--- src/rtl/ysyx_24070016_arb_pkg.sv ---
// Shared types and constants for the IFU/LSU memory arbiter.
package ysyx_24070016_arb_pkg;

    typedef enum logic [1:0] {
        IDLE = 2'd0,
        REQ  = 2'd1,
        RESP = 2'd2
    } arb_state_t;

    localparam logic REQ_IFU = 1'b0;
    localparam logic REQ_LSU = 1'b1;

    localparam int TIMEOUT_CYC_DEF = 255;

endpackage

--- src/rtl/ysyx_24070016_rr_arb2.sv ---
// Two-way round-robin pick; bit 0 = IFU, bit 1 = LSU, one-hot grant out.
module ysyx_24070016_rr_arb2
    import ysyx_24070016_arb_pkg::*;
(
    input  logic [1:0] i_valid,
    input  logic       i_last_gnt,
    output logic [1:0] o_gnt
);

    always_comb begin
        o_gnt = i_valid;
        // On a tie the requester that did not win last time goes next.
        if (&i_valid) begin
            o_gnt = (i_last_gnt == REQ_LSU) ? 2'b01 : 2'b10;
        end
    end

endmodule

--- src/rtl/ysyx_24070016_mem_arbiter.sv ---
// Shares one memory port between IFU (id 0) and LSU (id 1), one transaction in flight.
// Optional watchdog: define YSYX_24070016_ARB_TIMEOUT_EN.
module ysyx_24070016_mem_arbiter
    import ysyx_24070016_arb_pkg::*;
#(
    parameter int ADDR_W      = 32,
    parameter int DATA_W      = 32,
    parameter int TIMEOUT_CYC = TIMEOUT_CYC_DEF
) (
    input  logic                clk,
    input  logic                rst,
    input  logic                ifu_req_valid,
    output logic                ifu_req_ready,
    input  logic [ADDR_W-1:0]   ifu_req_addr,
    input  logic                ifu_req_wen,
    input  logic [DATA_W-1:0]   ifu_req_wdata,
    input  logic [DATA_W/8-1:0] ifu_req_wmask,
    output logic                ifu_rsp_valid,
    input  logic                ifu_rsp_ready,
    output logic [DATA_W-1:0]   ifu_rsp_rdata,
    output logic                ifu_rsp_err,
    input  logic                lsu_req_valid,
    output logic                lsu_req_ready,
    input  logic [ADDR_W-1:0]   lsu_req_addr,
    input  logic                lsu_req_wen,
    input  logic [DATA_W-1:0]   lsu_req_wdata,
    input  logic [DATA_W/8-1:0] lsu_req_wmask,
    output logic                lsu_rsp_valid,
    input  logic                lsu_rsp_ready,
    output logic [DATA_W-1:0]   lsu_rsp_rdata,
    output logic                lsu_rsp_err,
    output logic                mem_req_valid,
    input  logic                mem_req_ready,
    output logic [ADDR_W-1:0]   mem_req_addr,
    output logic                mem_req_wen,
    output logic [DATA_W-1:0]   mem_req_wdata,
    output logic [DATA_W/8-1:0] mem_req_wmask,
    input  logic                mem_rsp_valid,
    output logic                mem_rsp_ready,
    input  logic [DATA_W-1:0]   mem_rsp_rdata,
    input  logic                mem_rsp_err
);

    arb_state_t          r_state, w_state_nxt;
    logic                r_gnt_id, r_last_gnt;
    logic [ADDR_W-1:0]   r_addr;
    logic                r_wen;
    logic [DATA_W-1:0]   r_wdata;
    logic [DATA_W/8-1:0] r_wmask;

    logic [1:0]          w_gnt;
    logic                w_accept, w_done, w_timeout, w_gnt_rsp_ready;
    logic                w_rsp_valid, w_rsp_err;
    logic [DATA_W-1:0]   w_rsp_rdata;

    ysyx_24070016_rr_arb2 u_rr (
        .i_valid    ({lsu_req_valid, ifu_req_valid}),
        .i_last_gnt (r_last_gnt),
        .o_gnt      (w_gnt)
    );

    assign w_gnt_rsp_ready = (r_gnt_id == REQ_LSU) ? lsu_rsp_ready : ifu_rsp_ready;

`ifdef YSYX_24070016_ARB_TIMEOUT_EN
    localparam int CNT_W = ($clog2(TIMEOUT_CYC + 1) > 8) ? $clog2(TIMEOUT_CYC + 1) : 8;
    logic [CNT_W-1:0] r_cnt;

    assign w_timeout = (r_state != IDLE) && (r_cnt == CNT_W'(TIMEOUT_CYC));

    always_ff @(posedge clk or posedge rst) begin
        if (rst) begin
            r_cnt <= '0;
        end else if (w_accept) begin
            r_cnt <= '0;
        end else if (r_state != IDLE && !w_timeout) begin
            r_cnt <= r_cnt + 1'b1;
        end
    end
`else
    logic w_unused_timeout;
    assign w_unused_timeout = (TIMEOUT_CYC != 0);
    assign w_timeout        = 1'b0;
`endif

    // NOTE: every output and next-state value gets a default first so no latch is inferred.
    always_comb begin
        w_state_nxt   = r_state;
        w_accept      = 1'b0;
        w_done        = 1'b0;
        ifu_req_ready = 1'b0;
        lsu_req_ready = 1'b0;
        mem_req_valid = 1'b0;
        mem_rsp_ready = 1'b0;
        w_rsp_valid   = 1'b0;
        w_rsp_err     = 1'b0;
        w_rsp_rdata   = '0;
        unique case (r_state)
            IDLE: begin
`ifdef YSYX_24070016_ARB_TIMEOUT_EN
                // Sink a late slave response left over from a timed-out transaction.
                mem_rsp_ready = !rst;
`endif
                if (!rst && (|w_gnt)) begin
                    ifu_req_ready = w_gnt[0];
                    lsu_req_ready = w_gnt[1];
                    w_accept      = 1'b1;
                    w_state_nxt   = REQ;
                end
            end
            REQ: begin
                if (w_timeout) begin
                    w_rsp_valid = 1'b1;
                    w_rsp_err   = 1'b1;
                    if (w_gnt_rsp_ready) begin
                        w_done      = 1'b1;
                        w_state_nxt = IDLE;
                    end
                end else begin
                    mem_req_valid = 1'b1;
                    if (mem_req_ready) w_state_nxt = RESP;
                end
            end
            RESP: begin
                if (w_timeout) begin
                    w_rsp_valid = 1'b1;
                    w_rsp_err   = 1'b1;
                    if (w_gnt_rsp_ready) begin
                        w_done      = 1'b1;
                        w_state_nxt = IDLE;
                    end
                end else begin
                    mem_rsp_ready = w_gnt_rsp_ready;
                    w_rsp_valid   = mem_rsp_valid;
                    w_rsp_err     = mem_rsp_err;
                    w_rsp_rdata   = mem_rsp_rdata;
                    if (mem_rsp_valid && w_gnt_rsp_ready) begin
                        w_done      = 1'b1;
                        w_state_nxt = IDLE;
                    end
                end
            end
            default: w_state_nxt = IDLE;
        endcase
    end

    assign ifu_rsp_valid = w_rsp_valid && (r_gnt_id == REQ_IFU);
    assign ifu_rsp_err   = w_rsp_err   && (r_gnt_id == REQ_IFU);
    assign ifu_rsp_rdata = (r_gnt_id == REQ_IFU) ? w_rsp_rdata : '0;
    assign lsu_rsp_valid = w_rsp_valid && (r_gnt_id == REQ_LSU);
    assign lsu_rsp_err   = w_rsp_err   && (r_gnt_id == REQ_LSU);
    assign lsu_rsp_rdata = (r_gnt_id == REQ_LSU) ? w_rsp_rdata : '0;

    assign mem_req_addr  = r_addr;
    assign mem_req_wen   = r_wen;
    assign mem_req_wdata = r_wdata;
    assign mem_req_wmask = r_wmask;

    // NOTE: sequential state uses non-blocking assignments so all registers update together.
    always_ff @(posedge clk or posedge rst) begin
        if (rst) begin
            r_state    <= IDLE;
            r_gnt_id   <= REQ_IFU;
            r_last_gnt <= REQ_LSU;
            r_addr     <= '0;
            r_wen      <= 1'b0;
            r_wdata    <= '0;
            r_wmask    <= '0;
        end else begin
            r_state <= w_state_nxt;
            if (w_accept) begin
                r_gnt_id <= w_gnt[1];
                r_addr   <= w_gnt[1] ? lsu_req_addr  : ifu_req_addr;
                r_wen    <= w_gnt[1] ? lsu_req_wen   : ifu_req_wen;
                r_wdata  <= w_gnt[1] ? lsu_req_wdata : ifu_req_wdata;
                r_wmask  <= w_gnt[1] ? lsu_req_wmask : ifu_req_wmask;
            end
            if (w_done) r_last_gnt <= r_gnt_id;
        end
    end

endmodule
--- config.mk ---
export PLATFORM = sky130hd
export DESIGN_NAME = ysyx_24070016_mem_arbiter
export DESIGN_NICKNAME = d
export VERILOG_FILES = /design/src/rtl/ysyx_24070016_arb_pkg.sv /design/src/rtl/ysyx_24070016_rr_arb2.sv /design/src/rtl/ysyx_24070016_mem_arbiter.sv
export SDC_FILE = /design/constraint.sdc
export NUM_CORES = 1
export LEC_CHECK = 0
export ABC_AREA = 1
export CORE_AREA = 2 2 125 127
export DETAILED_ROUTE_END_ITERATION = 8
export DIE_AREA = 0 0 127 129
export PLACE_DENSITY = 0.68
export SYNTH_ARGS = -nofsm -noshare
export SYNTH_HDL_FRONTEND = slang
export SYNTH_SLANG_ARGS = --single-unit
--- constraint.sdc ---
create_clock -name clk -period 3.95 [get_ports clk]
set_clock_uncertainty 0.15 [all_clocks]
set_input_delay 0.79 -clock clk [delete_from_list [all_inputs] [get_ports clk]]
set_output_delay 0.79 -clock clk [all_outputs]
set_load 0.03 [all_outputs]
After elaboration in Yosys (flattened, before gate mapping) --
Cells that the tools add are included.
Cells by class: muxes and demuxes 26, reduce and logical (&&, ||, !) cells 11, bitwise gates (word level) 1, equality and inequality tests 5
Operators with widths (number):
- $mux W32 | 5
- $mux W1 | 14
- $mux W2 | 5
- $logic_and A1 B1 Y1 | 6
- $ne A2 B2 Y1 const B | 3
- $pmux W2 S3 | 1
- $mux W4 | 1
- $reduce_and A3 Y1 | 1
- $eq A2 B1 Y1 const B | 1
- $eq A2 B2 Y1 const B | 1
- $logic_not A2 Y1 | 1
- $reduce_and A2 Y1 | 1
- $reduce_or A2 Y1 | 1
- $logic_not A1 Y1 | 1
- $not A1 Y1 | 1
Storage, ports and cells: bits of input ports 179, word-level logic and storage cells 50, bits in registers 73, output and inout port bits 141

Longest topological paths before layout --
Gate-level depths: netlist of the first run.
word-level depth 6, depth in mapped cells 9, mapped depth without buffers 6

By module --
From an unflattened synthesis of the first run, not the netlist that was laid out.
Unflattened totals: cells, all modules 676, area, all modules 4369.2 µm²
Modules (own cells, without submodules):
- ysyx_24070016_mem_arbiter | sequential area each 1828.0 µm², cells each 671, area each 4347.9 µm², instances 1
- ysyx_24070016_rr_arb2 | sequential area each 0.0 µm², cells each 5, area each 21.3 µm², instances 1

Worst setup path after synthesis of the first run --
Ideal clock, no wire load.
path kind input port to output port, start point in rst, end point out ifu_req_ready, data arrival time 3.236 ns, required time 3.010 ns, path buffers 0, cell stages on the path 3, path slack -0.226 ns, cells stage by stage inv_1 > nand2_1 > nor2_1
On the way: cells in the longest elaborated chain, start to end 4
RTL lines:
- from (decl) | line ysyx_24070016_mem_arbiter.sv:11 | input logic rst,
- $logic_not A1 Y1 (no source line)
- $logic_and A1 B1 Y1 | line ysyx_24070016_mem_arbiter.sv:103 | if (!rst && (|w_gnt)) begin
- $mux W1 | line ysyx_24070016_mem_arbiter.sv:103
- $mux W1 | line ysyx_24070016_mem_arbiter.sv:97 | unique case (r_state)
- to (decl) | line ysyx_24070016_mem_arbiter.sv:13 | output logic ifu_req_ready,
Every way passes these cells.

Final worst setup path of the first run --
start point in mem_rsp_rdata[20], end point out ifu_rsp_rdata[20]
On the way: cells in the longest elaborated chain, start to end 2
RTL lines:
- from (decl) | line ysyx_24070016_mem_arbiter.sv:40 | input logic [DATA_W-1:0] mem_rsp_rdata,
- $mux W32 | line ysyx_24070016_mem_arbiter.sv:97
- $mux W32 | line ysyx_24070016_mem_arbiter.sv:148 | assign ifu_rsp_rdata = (r_gnt_id == REQ_IFU) ? w_rsp_rdata : '0;
- to (decl) | line ysyx_24070016_mem_arbiter.sv:20 | output logic [DATA_W-1:0] ifu_rsp_rdata,
Every way passes these cells.

==> impl_results.md, run 1 <==
- Status: finished clean
- Die area: 16400 um^2
- Layout Nets: ~1100
- Clock-pin transition on the worst setup and hold timing paths: 0.06 ns
- Clock Path Buffers: 2
- Critical path's slowest cell: clkdlybuf4s50_1
- Tmin final: 3.26 ns
- Clock tree from TritonCTS: yes
- Syn nets: 853
- CP Max Fanout: 2
- Vias in the first global route: 5050
- Hold Path Depth: 2
- # rows: 45
- Post-route ant nets: 0
- Pwr dens: 705 nW/um^2
- Sequential cell area fraction in the yosys report: 42.1%
- Most frequent cells in the layout: nand2_1 (357), clkdlybuf4s50_1 (282), dfrtp_1 (72)
- Layout cells sized above 1: 7.53%
- Area delta synth->final: 81.7%
- Max Cap Violations: 0
- Netlist cell types: 21
- Root Driver: clkbuf_16
- ANT cells: 0
- Post-route setup TNS: 0 ns
- Critical Path Start: mem_rsp_rdata[20]
- Final hold vios: 0
- Post-Place Worst Slack: approximately 0.66 ns
- HP Start: mem_req_addr[20]
- Crit start category: input port
- DR pass1 iterations: 6
- Reg2Reg Launch Point: r_last_gnt
- Die extent in x: 127 um
- Final cycle utilization of the critical path: 82.6%
- Num CTS Buffers: 9
- GRT Util Overall: 20.1%
- Worst-Skew Late Latency: 0.32 ns
- First-pass GRT wire length: 26000 um
- WL per Instance: ~14 um
- Min-delay worst type: reg2reg
- Final worst setup slack: 0.686 ns
- IO Count: between 300 and 400
- Mapped cell area: 4340 um^2
- Placeable Area: 15000 um^2
- Slew Limit Fails: 0
- Total routed wirelength: between 15000 and 20000 um
- Vias per cell: 4.48
- Avg Cell Area, Syn: between 6 and 7 um^2
- Commonest non-fill, non-tap cell in the layout: nand2_1
- Slew headroom: 38.2%
- Lkg Pwr: about 0.004 uW
- Die H: 129 um
- Post-CTS Setup Bufs: 0
- Initial Utilization: 29.0%
- Mapped Cells: between 600 and 700
- Via count: 5178
- CP Class: in2out
- CP required: 3.01 ns
- Cts hold-fix bufs: 0
- Fmax: 306 MHz
- CP Capture Type: output port
- Number of remaining DRC errors: 0
- Gr ovfl total: 0
- Post-CTS resize count: 0
- Number of setup violations in the final report: 0
- CP most frequent cell: clkdlybuf4s50_1
- Initial antenna violation count: 1
- Synth Register Bits: 73
- Routability cong.: ~0.77
- Worst path cell trace: clkdlybuf4s50_1, inv_1, nor3_1, clkdlybuf4s50_1
- Slowest Stage Delay on Critical Path: 0.72 ns
- RSZ-0062 raised after global routing: no
- Largest net degree at the start of global routing: 74
- Critical Path AT: 2.32 ns
- Clock H-tree levels: 3
- Initial DRC count: 168
- Port bufs: 319
- Yosys warns: 0
- Worst-Margin Slew: 0.927 ns
- Peak supply drop: 0.000288 V
- CTS Sinks: 73
- R2R depth: 7
- DP HPWL: about 12000 um
[registers in the layout, summed over array words and instances (netlist names)]
signal,cells
mem_req_addr,32
mem_req_wdata,32
mem_req_wmask,4
r_state,2
mem_req_wen,1
r_gnt_id,1
r_last_gnt,1
[cell type report]
cell class | count | area (um^2)
Fill cell | 1521 | 7090
Tap cell | 188 | 235
Clock buffer | 10 | 229
Sequential cell | 73 | 1830
Inverter | 41 | 158
Timing Repair Buffer | 329 | 3200
Multi-Input combinational cell | 510 | 2120
Clock inverter | 6 | 115
[metrics by stage]
step	instances	util, %	power, uW	hold slack, ns	area, um^2
floorplan	674	-	3230	0.297	4340
global placement	1141	50.3	4630	0.310	7540
detailed placement	1141	50.3	4650	0.314	7540
CTS	1157	52.6	5620	0.330	7880
global route	1157	52.6	5920	0.347	7880
finish	1157	52.6	5560	0.326	7880
[metal layers]
metal,routed length (um),track usage (%),vias to the layer above
li1,-,-,2671
met1,6600,22.5,2286
met2,8190,36.4,200
met3,1440,6.82,19
met4,247,5.95,2
met5,13,0,-
[worst paths after layout]
path	to	slack (ns)
setup / recovery	ifu_rsp_rdata[20]	0.69
hold / removal	mem_req_addr[20]	0.33
setup reg to reg	mem_req_addr[3]	2.04
hold reg to reg	mem_req_addr[20]	0.33
max in group asynchronous	mem_req_wdata[9]	2.02
min in group asynchronous	mem_req_addr[31]	1.04
[cell families after synthesis]
family | count (synthesis) | synth area share (%)
AOI/OAI and AO/OA | 4 | 0.519
buffers and inverters | 91 | 9.09
and+or+nand+nor | 506 | 48.3
DFF | 73 | 42.1
[report_power, final]
group          internal [uW]  total, uW  switching, uW
combinational           1260       3250           1990
clock                    621        944            323
sequential              1130       1360            229
[critical path: cells and delay by family]
kind | cells | cell delay, ns
buf+inv | 3 | 1.37
simple gates | 1 | 0.16
[Yosys cell counts, drive strengths merged]
cell	number	area share, %
dfstp	1	0.61
a21oi	1	0.12
buf	31	3.9
o21ai	2	0.23
clkbuf	19	1.6
clkinv	1	0.086
dfrtp	72	42
nand3	71	8.3
nand2	361	31
nor3	68	7.8
inv	40	3.5
o31ai	1	0.17
nor2	6	0.75
Note: power is estimated with default switching activity, not from simulation.
==> run 2, diff against run 1 <==
PLACE_DENSITY = 0.71   (was 0.68)
clock period = 2.95 ns   (was 3.95 ns; I/O delays follow)
==> impl_results.md, run 2 (same netlist as run 1, synthesis figures left out) <==
- Cts hold-fix bufs: 0 (unchanged)
- Worst path cell trace: inv_1, nand2_2, buf_12, nor3_1, clkdlybuf4s50_1 (was clkdlybuf4s50_1, inv_1, nor3_1, clkdlybuf4s50_1)
- Cell Count, Final, Fillers Out: 1160 (was 1157)
- DR pass1 iterations: 4 (was 6)
- CP Class: reg2out (was in2out)
- Via count: 5264 (was 5178)
- Vias in the first global route: 5035 (was 5050)
- Slew Limit Fails: 0 (unchanged)
- Initial antenna violation count: 1 (unchanged)
- Vias per cell: 4.54 (was 4.48)
- Tmin final: 2.84 ns
- Register cell area after layout: 1830 um^2 (unchanged)
- DP Area: 7590 um^2 (was 7540 um^2)
- Commonest non-fill, non-tap cell in the layout: nand2_1 (unchanged)
- WL per Instance: 14.4 um (was 14.3 um)
- Power, Total: 7320 uW (was 5560 uW)
- CTS Sinks: 73 (unchanged)
- ANT cells: 0 (unchanged)
- Initial Utilization: 29.0% (unchanged)
- CP required: 2.21 ns (was 3.01 ns)
- Crit start category: register (was input port)
- Largest net degree at the start of global routing: 74 (unchanged)
- First-pass GRT wire length: 26200 um (was 26000 um)
- Min-delay worst type: reg2reg (unchanged)
- Lkg Pwr: 0.00394 uW (was 0.00392 uW)
- RSZ-0062 raised after global routing: no (unchanged)
- Status: finished clean (unchanged)
- Critical path's slowest cell: clkdlybuf4s50_1 (unchanged)
- Root Driver: clkbuf_16 (unchanged)
- Critical Path AT: 2.10 ns (was 2.32 ns)
- Worst-Skew Late Latency: 0.32 ns (about the same)
- Layout cells sized above 1: 7.92% (was 7.53%)
- Final cycle utilization of the critical path: slightly below 100%
- Peak supply drop: 0.000418 V (was 0.000288 V)
- Post-CTS Setup Bufs: 0 (unchanged)
- CP Max Fanout: 62 (was 2)
- Num CTS Buffers: 9 (unchanged)
- Initial DRC count: 192 (was 168)
- Final Core Density: 52.7% (was 52.6%)
- Total routed wirelength: 16700 um (was 16500 um)
- GRT Util Overall: 20.1% (about the same)
- Layout Nets: 1146 (was 1143)
- Number of remaining DRC errors: 0 (unchanged)
- IO Count: 320 (unchanged)
- Gr ovfl total: 0 (unchanged)
- # placed instances: 1144 (was 1141)
- Pwr dens: 927 nW/um^2 (was 705 nW/um^2)
- Slew headroom: 36.8% (was 38.2%)
- Clock-pin transition on the worst setup and hold timing paths: 0.06 ns (about the same)
- Port bufs: 319 (unchanged)
- Placeable Area: 15000 um^2 (unchanged)
- Number of setup violations in the final report: 0 (unchanged)
- Design area: 7890 um^2 (was 7880 um^2)
- # rows: 45 (unchanged)
- Clock H-tree levels: 3 (unchanged)
- Fillcell total: 1488 (was 1521)
- Most frequent cells in the layout: nand2_1 (356), clkdlybuf4s50_1 (281), dfrtp_1 (72) (was nand2_1 (357), clkdlybuf4s50_1 (282), dfrtp_1 (72))
- Worst-Margin Slew: 0.948 ns (was 0.927 ns)
- Die extent in x: 127 um (unchanged)
- Routability cong.: 0.784 (was 0.772)
- DP HPWL: 12000 um (was 12100 um)
- Post-route ant nets: 0 (unchanged)
- Final hold vios: 0 (unchanged)
- Slowest Stage Delay on Critical Path: 0.71 ns (was 0.72 ns)
- Post-route setup TNS: 0 ns (unchanged)
- Multi-input gate area: 2120 um^2 (about the same)
- Fmax: 352 MHz
- Clock tree from TritonCTS: yes (unchanged)
- CP Capture Type: output port (unchanged)
- Die H: 129 um (unchanged)
- Area delta synth->final: 81.9% (was 81.7%)
- Clock Path Buffers: 2 (unchanged)
- Max Cap Violations: 0 (unchanged)
- Die area: 16400 um^2 (unchanged)
-- run 2: path summary, 6_finish.rpt --
check,start,to,slack [ns],cells after the start
max,r_state[0],ifu_rsp_rdata[24],0.11,5
min reg2reg,mem_req_wdata[19],mem_req_wdata[19],0.33,2
max in group asynchronous,rst,mem_req_wdata[7],1.19,3
min in group asynchronous,rst,mem_req_addr[23],0.85,3
max reg2reg,r_gnt_id,r_state[1],1.27,8
min,mem_req_wdata[19],mem_req_wdata[19],0.33,2
-- run 2: metrics by stage --
stage | worst slack (ns) | hold slack, ns
final | 0.106 | 0.326
after global routing | 0.000122 | 0.347
after CTS | 0.0903 | 0.330
after detailed placement | 0.148 | 0.314
after global placement | 0.158 | 0.311
after floorplan | 0.0196 | 0.297
-- run 2: repair_timing --
action / 4_1_cts / 5_1_grt
setup endpoints to repair: 0 / 1
hold endpoints to repair: 0 / 0
resized for setup: 0 / 1
-- run 2: critical path, delay by kind of cell (launching register included) --
family	cells	cell delay (ns)
simple gates	2	0.32
flops	1	0.39
buf+inv	3	1.05
-- run 2: layout make-up --
type	instances	share of cell area, %
well taps	188	2.98
inverters	41	2.00
clock buffers	10	2.90
multi-input cells	510	26.9
flip-flops and latches	73	23.2
repair buffers	332	41.2
clock inverters	6	0.856
-- run 2: power breakdown --
group          switching, uW  internal [uW]
sequential               280           1520
combinational           2720           1710
clock                    431            658
-- run 2: routing by layer --
layer / up-vias / global-route usage, % / part of all wire [%]
met3: 21 / 6.65 / 8.6
met5: - / 0 / 0.078
met2: 203 / 35.6 / 49
met4: 2 / 5.62 / 1.9
met1: 2358 / 23.4 / 41
li1: 2680 / - / -
==> patch, RTL diff (flow settings as in run 1) <==
The option `YSYX_24070016_ARB_TIMEOUT_EN` is turned on by a define.
--- a/src/rtl/ysyx_24070016_mem_arbiter.sv
+++ b/src/rtl/ysyx_24070016_mem_arbiter.sv
@@ -1,5 +1,7 @@
 // Shares one memory port between IFU (id 0) and LSU (id 1), one transaction in flight.
 // Optional watchdog: define YSYX_24070016_ARB_TIMEOUT_EN.
+`define YSYX_24070016_ARB_TIMEOUT_EN
+
 module ysyx_24070016_mem_arbiter
     import ysyx_24070016_arb_pkg::*;
 #(
Check against the original RTL: not equivalent (Yosys sat finds a counterexample within 4 cycles, from zero or initial values and one cycle with rst high).
==> patch against run 1 <==
Clock power fell by 0.8%. Highest routed layer is now met4. Sequential cell count rose by 8. Wire length grew 3.1%. Design area up 6.2%. Power is 1.9% higher. Fmax down 13%. Critical path type is now reg -> out. Setup slack worse by 480 ps. Die area is the same. Area after synthesis up 11%.
==> patch: results (changes against run 1) <==
Power
  • Worst vdd ir: 0.355 mV (+24%)
  • Lkg Pwr: 3.63 nW (-7.5%)
  • Switching Share: 45.6% (-0.18 points)

Clocking
  • CTS clk-pin slew, worst paths: 70 ps
  • Post-CTS sizing: 0 (unchanged)
  • H-tree levels: 3 (unchanged)
  • CTS buffer count: 9 (unchanged)
  • Worst skew pair latency: 330 ps
  • Clock buffer depth: 2 (unchanged)
  • Post-CTS Setup Bufs: 0 (unchanged)
  • Clock Tree Root: clkbuf_16

Synthesis
  • Synth Warn #: 0 (unchanged)
  • Mapped Nets: 806 (-5.5%)
  • Synthesized area per cell: 7.77 µm² (+21%)
  • Seq/Total Area, Yosys: 42.0% (-0.16 points)
  • Top cells by area, synth: dfrtp_1 (41%), nor3_2 (10%), nand2_1 (8.5%)
  • Number of flops mapped to enable cells by yosys: 0 (unchanged)
  • Cell variety after synth: 29 (+38%)
  • Synth top cells by count: nand2_1 (109), nor2_1 (91), dfrtp_1 (80), o21ai_0 (72), o21ai_1 (69)
  • Synth async-reset ratio: 100% (unchanged)

Place
  • Routability Congestion: 0.853 (+11%)
  • Estimated wirelength of the detail-placed design: 12700 µm (+5.1%)
  • Place WS: 517 ps (-140 ps)
  • Placed cell areas: 8040 µm² (+6.6%)
  • IO buf count: 319 (unchanged)

Route
  • Initial DRT Pass Iterations: 4 (-2)
  • Vias: 5222 (+0.85%)
  • DR top layer: met4
  • Total wire length: 17000 µm (+3.1%)
  • Remaining DRCs: 0 (unchanged)
  • Met2 routed WL: 8230 µm (+0.53%)
  • Met3 WL post-DR: 1700 µm (+18%)
  • Initial drt markers: 195 (+16%)
  • Met1 WL: 6750 µm (+2.3%)

Worst hold path
  • Min-delay worst type: reg -> reg

Final layout
  • Fin cells: 1111 (-4.0%)
  • Filler Cell Count: 1420 (-6.6%)
  • Share of layout cells above drive strength 1: 13.5% (+6.0 points)
  • Layout Nets: 1102 (-3.6%)
  • # diodes: 0 (unchanged)

Setup path
  • Worst path slowest cell: clkdlybuf4s50_1
  • Family with the most delay on the worst path: buffers and inverters
  • Slowest Stage Delay on Critical Path: 690 ps (-30 ps)
  • WP data arrival: 2800 ps (+480 ps)
  • Crit-path max FO: 42 (+40)

Global routing
  • Vias in the first global route: 5014 (-0.71%)
  • First-pass GRT wire length: 26500 µm (+1.8%)
  • GR Util All Layers: 20.3% (+0.20 points)
  • Largest net degree at the start of global routing: 72 (-2.7%)
  • Initial antenna violation count: 0 (-1)

Timing
  • Slew @ Worst Pin: 776 ps (-151 ps)

Outcome
  • Status: complete, no violations
patch: worst paths after layout:
| path | from | to | slack (ps) | cells past startpoint |
|---|---|---|---|---|
| max in group asynchronous | rst | mem_req_addr[18] | 1800 | 4 |
| setup / recovery | r_state[0] | ifu_rsp_rdata[31] | 210 | 10 |
| hold / removal | r_last_gnt | r_last_gnt | 320 | 2 |
| setup reg to reg | r_state[0] | mem_req_wdata[17] | 1650 | 7 |
| hold reg to reg | r_last_gnt | r_last_gnt | 320 | 2 |
| min in group asynchronous | rst | r_last_gnt | 720 | 2 |
patch: power groups by stage:
stage          Sequential, mW  Combinational, mW  Clock, mW
2_1_floorplan            2.12               1.31          0
3_3_place_gp             1.45               3.29          0
3_5_place_dp             1.46               3.29          0
4_1_cts                  1.46               3.30      0.963
5_1_grt                  1.51               3.51      0.994
6_report                 1.46               3.27      0.936
patch: cell families (layout without fill, tap and decap cells):
family | after synthesis | after routing | share of synthesized area (%)
xor+xnor | 5 | 5 | 0.906
buf+inv | 93 | 394 | 9.48
simple gates | 291 | 291 | 31.0
flops | 81 | 81 | 42.0
compound gates | 147 | 147 | 15.4
fa+ha+maj | 5 | 5 | 1.30
patch: final cells by class:
class                           count  area [µm²]  share of cell area [%]
Inverter                           50         191                    2.29
Clock inverter                      5        85.1                    1.02
Tap cell                          188         235                    2.81
Clock buffer                       11         253                    3.02
Timing Repair Buffer              328        3240                    38.7
Multi-Input combinational cell    448        2340                    28.0
Sequential cell                    81        2030                    24.2
patch: layer usage:
layer | GRT usage [%] | vias to the layer above
met4 | 6.27 | 0
met5 | 0 | -
met1 | 23.6 | 2340
met2 | 35.4 | 239
li1 | - | 2619
met3 | 7.19 | 24
